===== src/rtl/imm_gen_pipe.sv =====
// Registered RISC-V immediate generator with a one-entry skid buffer.
// Produces the extended immediate, format code, pc+imm target and an illegal flag one cycle after accept.
module imm_gen_pipe #(
    parameter int XLEN = 32
) (
    input  logic            clk,
    input  logic            reset,
    input  logic            flush,
    input  logic            in_valid,
    output logic            in_ready,
    input  logic [31:0]     in_instr,
    input  logic [XLEN-1:0] in_pc,
    output logic            out_valid,
    input  logic            out_ready,
    output logic [XLEN-1:0] out_imm,
    output logic [2:0]      out_fmt,
    output logic [XLEN-1:0] out_target,
    output logic [XLEN-1:0] out_pc,
    output logic            out_illegal
);

    localparam logic [2:0] FMT_NONE = 3'd0;
    localparam logic [2:0] FMT_I    = 3'd1;
    localparam logic [2:0] FMT_S    = 3'd2;
    localparam logic [2:0] FMT_B    = 3'd3;
    localparam logic [2:0] FMT_U    = 3'd4;
    localparam logic [2:0] FMT_J    = 3'd5;
    localparam logic [2:0] FMT_Z    = 3'd6;

    typedef struct packed {
        logic [XLEN-1:0] imm;
        logic [2:0]      fmt;
        logic            illegal;
    } dec_t;

    typedef struct packed {
        logic [XLEN-1:0] imm;
        logic [2:0]      fmt;
        logic [XLEN-1:0] target;
        logic [XLEN-1:0] pc;
        logic            illegal;
    } entry_t;

    function automatic logic [XLEN-1:0] sext32(input logic [31:0] v);
        return XLEN'($signed(v));
    endfunction

    function automatic logic [XLEN-1:0] zext5(input logic [4:0] v);
        return XLEN'(v);
    endfunction

    function automatic dec_t decode(input logic [31:0] instr);
        dec_t d;
        d.imm     = '0;
        d.fmt     = FMT_NONE;
        d.illegal = 1'b0;
        if (instr[1:0] != 2'b11) begin
            d.illegal = 1'b1;
        end else begin
            case (instr[6:0])
                7'b0000011, 7'b0010011, 7'b1100111: begin
                    d.fmt = FMT_I;
                    d.imm = sext32({{20{instr[31]}}, instr[31:20]});
                end
                7'b0100011: begin
                    d.fmt = FMT_S;
                    d.imm = sext32({{20{instr[31]}}, instr[31:25], instr[11:7]});
                end
                7'b1100011: begin
                    d.fmt = FMT_B;
                    d.imm = sext32({{19{instr[31]}}, instr[31], instr[7], instr[30:25],
                                    instr[11:8], 1'b0});
                end
                7'b1101111: begin
                    d.fmt = FMT_J;
                    d.imm = sext32({{11{instr[31]}}, instr[31], instr[19:12], instr[20],
                                    instr[30:21], 1'b0});
                end
                7'b0110111, 7'b0010111: begin
                    d.fmt = FMT_U;
                    d.imm = sext32({instr[31:12], 12'h000});
                end
                7'b1110011: begin
                    // CSR immediate forms; ecall/ebreak/register CSR ops carry no immediate
                    if (instr[13:12] != 2'b00) begin
                        d.fmt = FMT_Z;
                        d.imm = zext5(instr[19:15]);
                    end else begin
                        d.fmt = FMT_NONE;
                    end
                end
                7'b0110011: begin
                    d.fmt = FMT_NONE;
                end
                7'b0011011: begin
                    if (XLEN == 32'd64) begin
                        d.fmt = FMT_I;
                        d.imm = sext32({{20{instr[31]}}, instr[31:20]});
                    end else begin
                        d.illegal = 1'b1;
                    end
                end
                default: begin
                    d.illegal = 1'b1;
                end
            endcase
        end
        return d;
    endfunction

    dec_t   dec_s;
    entry_t new_s;
    entry_t out_r;
    entry_t skid_r;
    logic   out_valid_r;
    logic   skid_valid_r;
    logic   accept_s;
    logic   load_out_s;

    // Decode the incoming word and form the candidate entry
    always_comb begin
        dec_s        = decode(in_instr);
        new_s.imm    = dec_s.imm;
        new_s.fmt    = dec_s.fmt;
        new_s.illegal = dec_s.illegal;
        new_s.pc     = in_pc;
        new_s.target = in_pc + dec_s.imm;
        accept_s     = in_valid && !skid_valid_r && !flush;
        load_out_s   = !out_valid_r || out_ready;
    end

    // Output register and skid register update
    always_ff @(posedge clk) begin
        if (reset) begin
            out_valid_r  <= 1'b0;
            skid_valid_r <= 1'b0;
            out_r        <= '0;
            skid_r       <= '0;
        end else if (flush) begin
            out_valid_r  <= 1'b0;
            skid_valid_r <= 1'b0;
        end else if (load_out_s) begin
            // a held skid entry is older than anything upstream, so it goes first
            if (skid_valid_r) begin
                out_r        <= skid_r;
                out_valid_r  <= 1'b1;
                skid_valid_r <= 1'b0;
            end else if (accept_s) begin
                out_r       <= new_s;
                out_valid_r <= 1'b1;
            end else begin
                out_valid_r <= 1'b0;
            end
        end else if (accept_s) begin
            skid_r       <= new_s;
            skid_valid_r <= 1'b1;
        end
    end

    assign in_ready    = ~skid_valid_r;
    assign out_valid   = out_valid_r;
    assign out_imm     = out_r.imm;
    assign out_fmt     = out_r.fmt;
    assign out_target  = out_r.target;
    assign out_pc      = out_r.pc;
    assign out_illegal = out_r.illegal;

endmodule


===== config.mk =====
export PLATFORM = sky130hd
export DESIGN_NAME = imm_gen_pipe
export DESIGN_NICKNAME = d
export VERILOG_FILES = /design/src/rtl/imm_gen_pipe.sv
export SDC_FILE = /design/constraint.sdc
export NUM_CORES = 1
export LEC_CHECK = 0
export ABC_CLOCK_PERIOD_IN_PS = 9700
export BUFFER_PORTS_ARGS = -buffer_cell sky130_fd_sc_hd__clkbuf_2
export CAP_MARGIN = 20
export CORE_AREA = 2 2 146 148
export CTS_CLUSTER_DIAMETER = 40
export CTS_CLUSTER_SIZE = 25
export DETAILED_ROUTE_END_ITERATION = 8
export DIE_AREA = 0 0 148 150
export PLACE_DENSITY = 0.72
export SYNTH_ARGS = -nofsm -noshare
export SYNTH_HDL_FRONTEND = slang
export SYNTH_SLANG_ARGS = --single-unit

===== constraint.sdc =====
create_clock -name clk -period 9.7 [get_ports clk]
set_clock_uncertainty 0.1 [all_clocks]
set_input_delay 1.455 -clock clk [delete_from_list [all_inputs] [get_ports clk]]
set_output_delay 1.455 -clock clk [all_outputs]
set_load 0.02 [all_outputs]

==> run metrics <==
status=completed; final wirelength=roughly 30 mm; vias per std cell=5.641; Seq pwr share=0.392; H-Tree Level Count=1; Residual DRC=0; grt total ovfl=0; Main synth FF type=dfxtp_1; RR Startpoint=skid_valid_r$_SDFFE_PP0P_; Synth cell types=65; multi-input logic area=around 5700 sq um; chip width=approximately 150 um; GPL Wtd Cong=~0.95; syn_nets=around 1400; Die Area=approximately 22000 sq um; main combinational cell family by area after synthesis=compound AO/OA/AOI/OAI gates; Antenna Cells=0; WP data required=between 9 and 10 ns; fin nets=1533; count leader, synth=nand2_1; reg2reg end=out_target[6]$_SDFFE_PP0P_; Synth top cells by count=nand2_1, dfxtp_1, a21oi_1; Compound-Gate Fraction of Synth Area=0.2515; Setup crit start kind=primary input; net switching power figure=594.2 uW; Worst Hold Class=flip-flop to flip-flop; worst rel slew slack=0.3928; Yosys top cell area share=0.3969; setup slack, reg-to-reg=6.56 ns; antenna-violating nets left=0; detailed router's first-iteration violation count=approximately 830; Worst Setup SP=in_instr[3]; core area=20690 sq um; Slew @ Worst Pin=0.9109 ns; worst reg2reg path depth=7; Fin. Hold Viols=0; P_leak=4.990 nW; post-CTS setup repair buffer count=0; antenna violations before repair=0; clock-pin slew of the registers on the worst-case setup and hold paths=roughly 0.060 ns; WP data arrival=a little over 5 ns; RSZ-0062 raised after global routing=no; via count=9759; synthesized netlist cell count=~1300; peak supply drop=0.0001210 V; critical-path maximum fanout=11; Async S/R FF share, synth=0; Root Driver=clkbuf_16; register area=4048 sq um; layout cells sized above 1=0.1780; Internal Pwr Total=1.626 mW; Fmax achieved=208.5 MHz; clock buffer count from CTS=30; DR pass1 iterations=6; PortBufs=170; clock sinks=slightly above 200; Ys Warns=0; Hold Path Depth=2; main area contributors after synthesis=dfxtp_1, nand2_1, a21oi_1; kind of critical path=primary input to flip-flop; EDFF count, synth=0; total negative setup slack=0 ns; cell area after layout=~12000 sq um; first-pass GRT wire length=between 40 and 50 mm; Worst setup EP type=flip-flop; multiplexer share of the synthesized area=0.04322; setup violators final=0; post_cts resized=0; Seq/Total Area, Yosys=0.3969; Final min period=about 4.8 ns; Detailed Place HPWL=between 20 and 25 mm; XOR/XNOR share of the synthesized area=0.01805; largest net degree at the start of global routing=around 120; combinational power share=0.104; max-slew violations=0; average cell area after synthesis=around 7.7 sq um; Sw Ratio=0.2676; source of the worst hold timing path=out_illegal$_SDFFE_PP0P_; worst hold endpoint=out_illegal$_SDFFE_PP0P_; Die H=roughly 150 um; post-detailed-route wirelength per cell=roughly 17 um; Pwr Density=about 180 nW/um^2; initial core utilization=0.4925; Cell Rows=53; Post-Synth Adder-Cell Area=0.04003; Layout fillers=around 1900; num ports=between 150 and 200; crit share post-route=0.4945; clock latency on the worst-skew pair=approximately 0.54 ns; clk buf depth=3; TritonCTS clock tree=yes; post-synthesis cell area=a little over 10000 sq um; clock power share=0.504; vias in the first global route=8522; Post-Synth Simple-Gate Area=0.2004; Tot GR Track Use=0.2570; #FFs+latches synth=a little over 200; Layout area overhead=19.27%; placed cell areas=~11000 sq um; hold_buf cts=0; Max-Cap Viols=0; largest area contributor in the netlist=dfxtp_1
layout by cell type (no fill, tap or decap), types with 4 or more instances in the layout:
master,count
a211o_1,4
a211oi_1,70
a21o_1,14
a21oi_1,165
a222oi_1,4
a311oi_1,12
a31oi_1,5
and2_1,14
and3_1,5
buf_4,10
clkbuf_16,31
clkbuf_2,169
dfxtp_1,201
ha_1,31
inv_1,33
inv_6,8
mux2i_1,44
nand2_1,251
nand2b_1,11
nand3_1,17
nand4_1,5
nor2_1,128
nor2b_1,8
nor3_1,16
o211ai_1,10
o21a_1,8
o21ai_0,75
o21ai_1,4
o31ai_1,4
or3_1,7
xnor2_1,14
xor2_1,7
flip-flops by register name, summed over array words and instances, names as in the netlist:
name,flops
out_illegal,1
out_valid,1
skid_r,100
out_fmt,3
out_pc,32
out_imm,32
skid_valid_r,1
out_target,32
worst max path at each step:
stage / endpoint / slack, ns / depth (start not counted)
floorplan: skid_r[61]$_SDFFE_PP0P_ / 5.13 / 17
global placement: out_target[22]$_SDFFE_PP0P_ / 4.49 / 14
detailed placement: skid_r[61]$_SDFFE_PP0P_ / 4.43 / 16
CTS: skid_r[61]$_SDFFE_PP0P_ / 4.97 / 16
global route: out_target[28]$_SDFFE_PP0P_ / 4.56 / 16
finish: skid_r[61]$_SDFFE_PP0P_ / 4.90 / 16
routing by layer:
metal / vias to the layer above / wire, um / track usage
li1: 4841 / - / -
met5: - / 0 / 0
met4: 0 / 749 / 0.07333
met1: 4510 / 13890 / 0.3793
met2: 356 / 12860 / 0.3889
met3: 52 / 2064 / 0.03872
through the flow:
stage               hold slack [ns]  utilization  cells  setup slack, ns  power (mW)
CTS                          0.3501       0.5874   1730            4.973       2.231
finish                       0.3464       0.5874   1730            4.903       2.220
global placement             0.3389       0.5365   1675            4.495       1.115
global route                 0.3635       0.5874   1730            4.563       2.296
detailed placement           0.3440       0.5365   1675            4.426       1.116
floorplan                    0.3324            -   1317            5.132       1.035
worst max-delay path, stage by stage:
cell	delay, ns
clkbuf_2	0.14
nor2_1	0.30
o21ai_0	0.15
a21oi_1	0.41
and2_1	0.45
a21oi_1	0.13
inv_1	0.09
ha_1	0.28
a21o_1	0.21
a21o_1	0.18
a21oi_1	0.23
nor2_1	0.09
a2111oi_2	0.39
o221ai_1	0.23
o31ai_1	0.24
a21oi_1	0.10
kinds of logic after synthesis:
logic type               after synthesis
buffers and inverters                130
XOR/XNOR                              21
flip-flops                           202
adder cells (fa/ha/maj)               32
multiplexers                          44
AO/OA/AOI/OAI                        408
AND/OR/NAND/NOR                      480
power groups by stage:
stage          Combinational [mW]  Sequential [mW]  Clock, mW
6_report                    0.230            0.871       1.12
5_1_grt                     0.252            0.873       1.17
4_1_cts                     0.229            0.871       1.13
3_5_place_dp                0.228            0.888          0
3_3_place_gp                0.226            0.888          0
2_1_floorplan               0.124            0.912          0
area by class of cell:
cell class / instances / share of cell area
clock buffer: 36 / 0.06702
clock inverter: 19 / 0.01966
inverter: 33 / 0.01019
multi-input combinational: 985 / 0.4650
sequential: 202 / 0.3331
tap: 275 / 0.02831
timing repair buffer: 180 / 0.07670
Note: power is estimated with default switching activity, not from simulation.
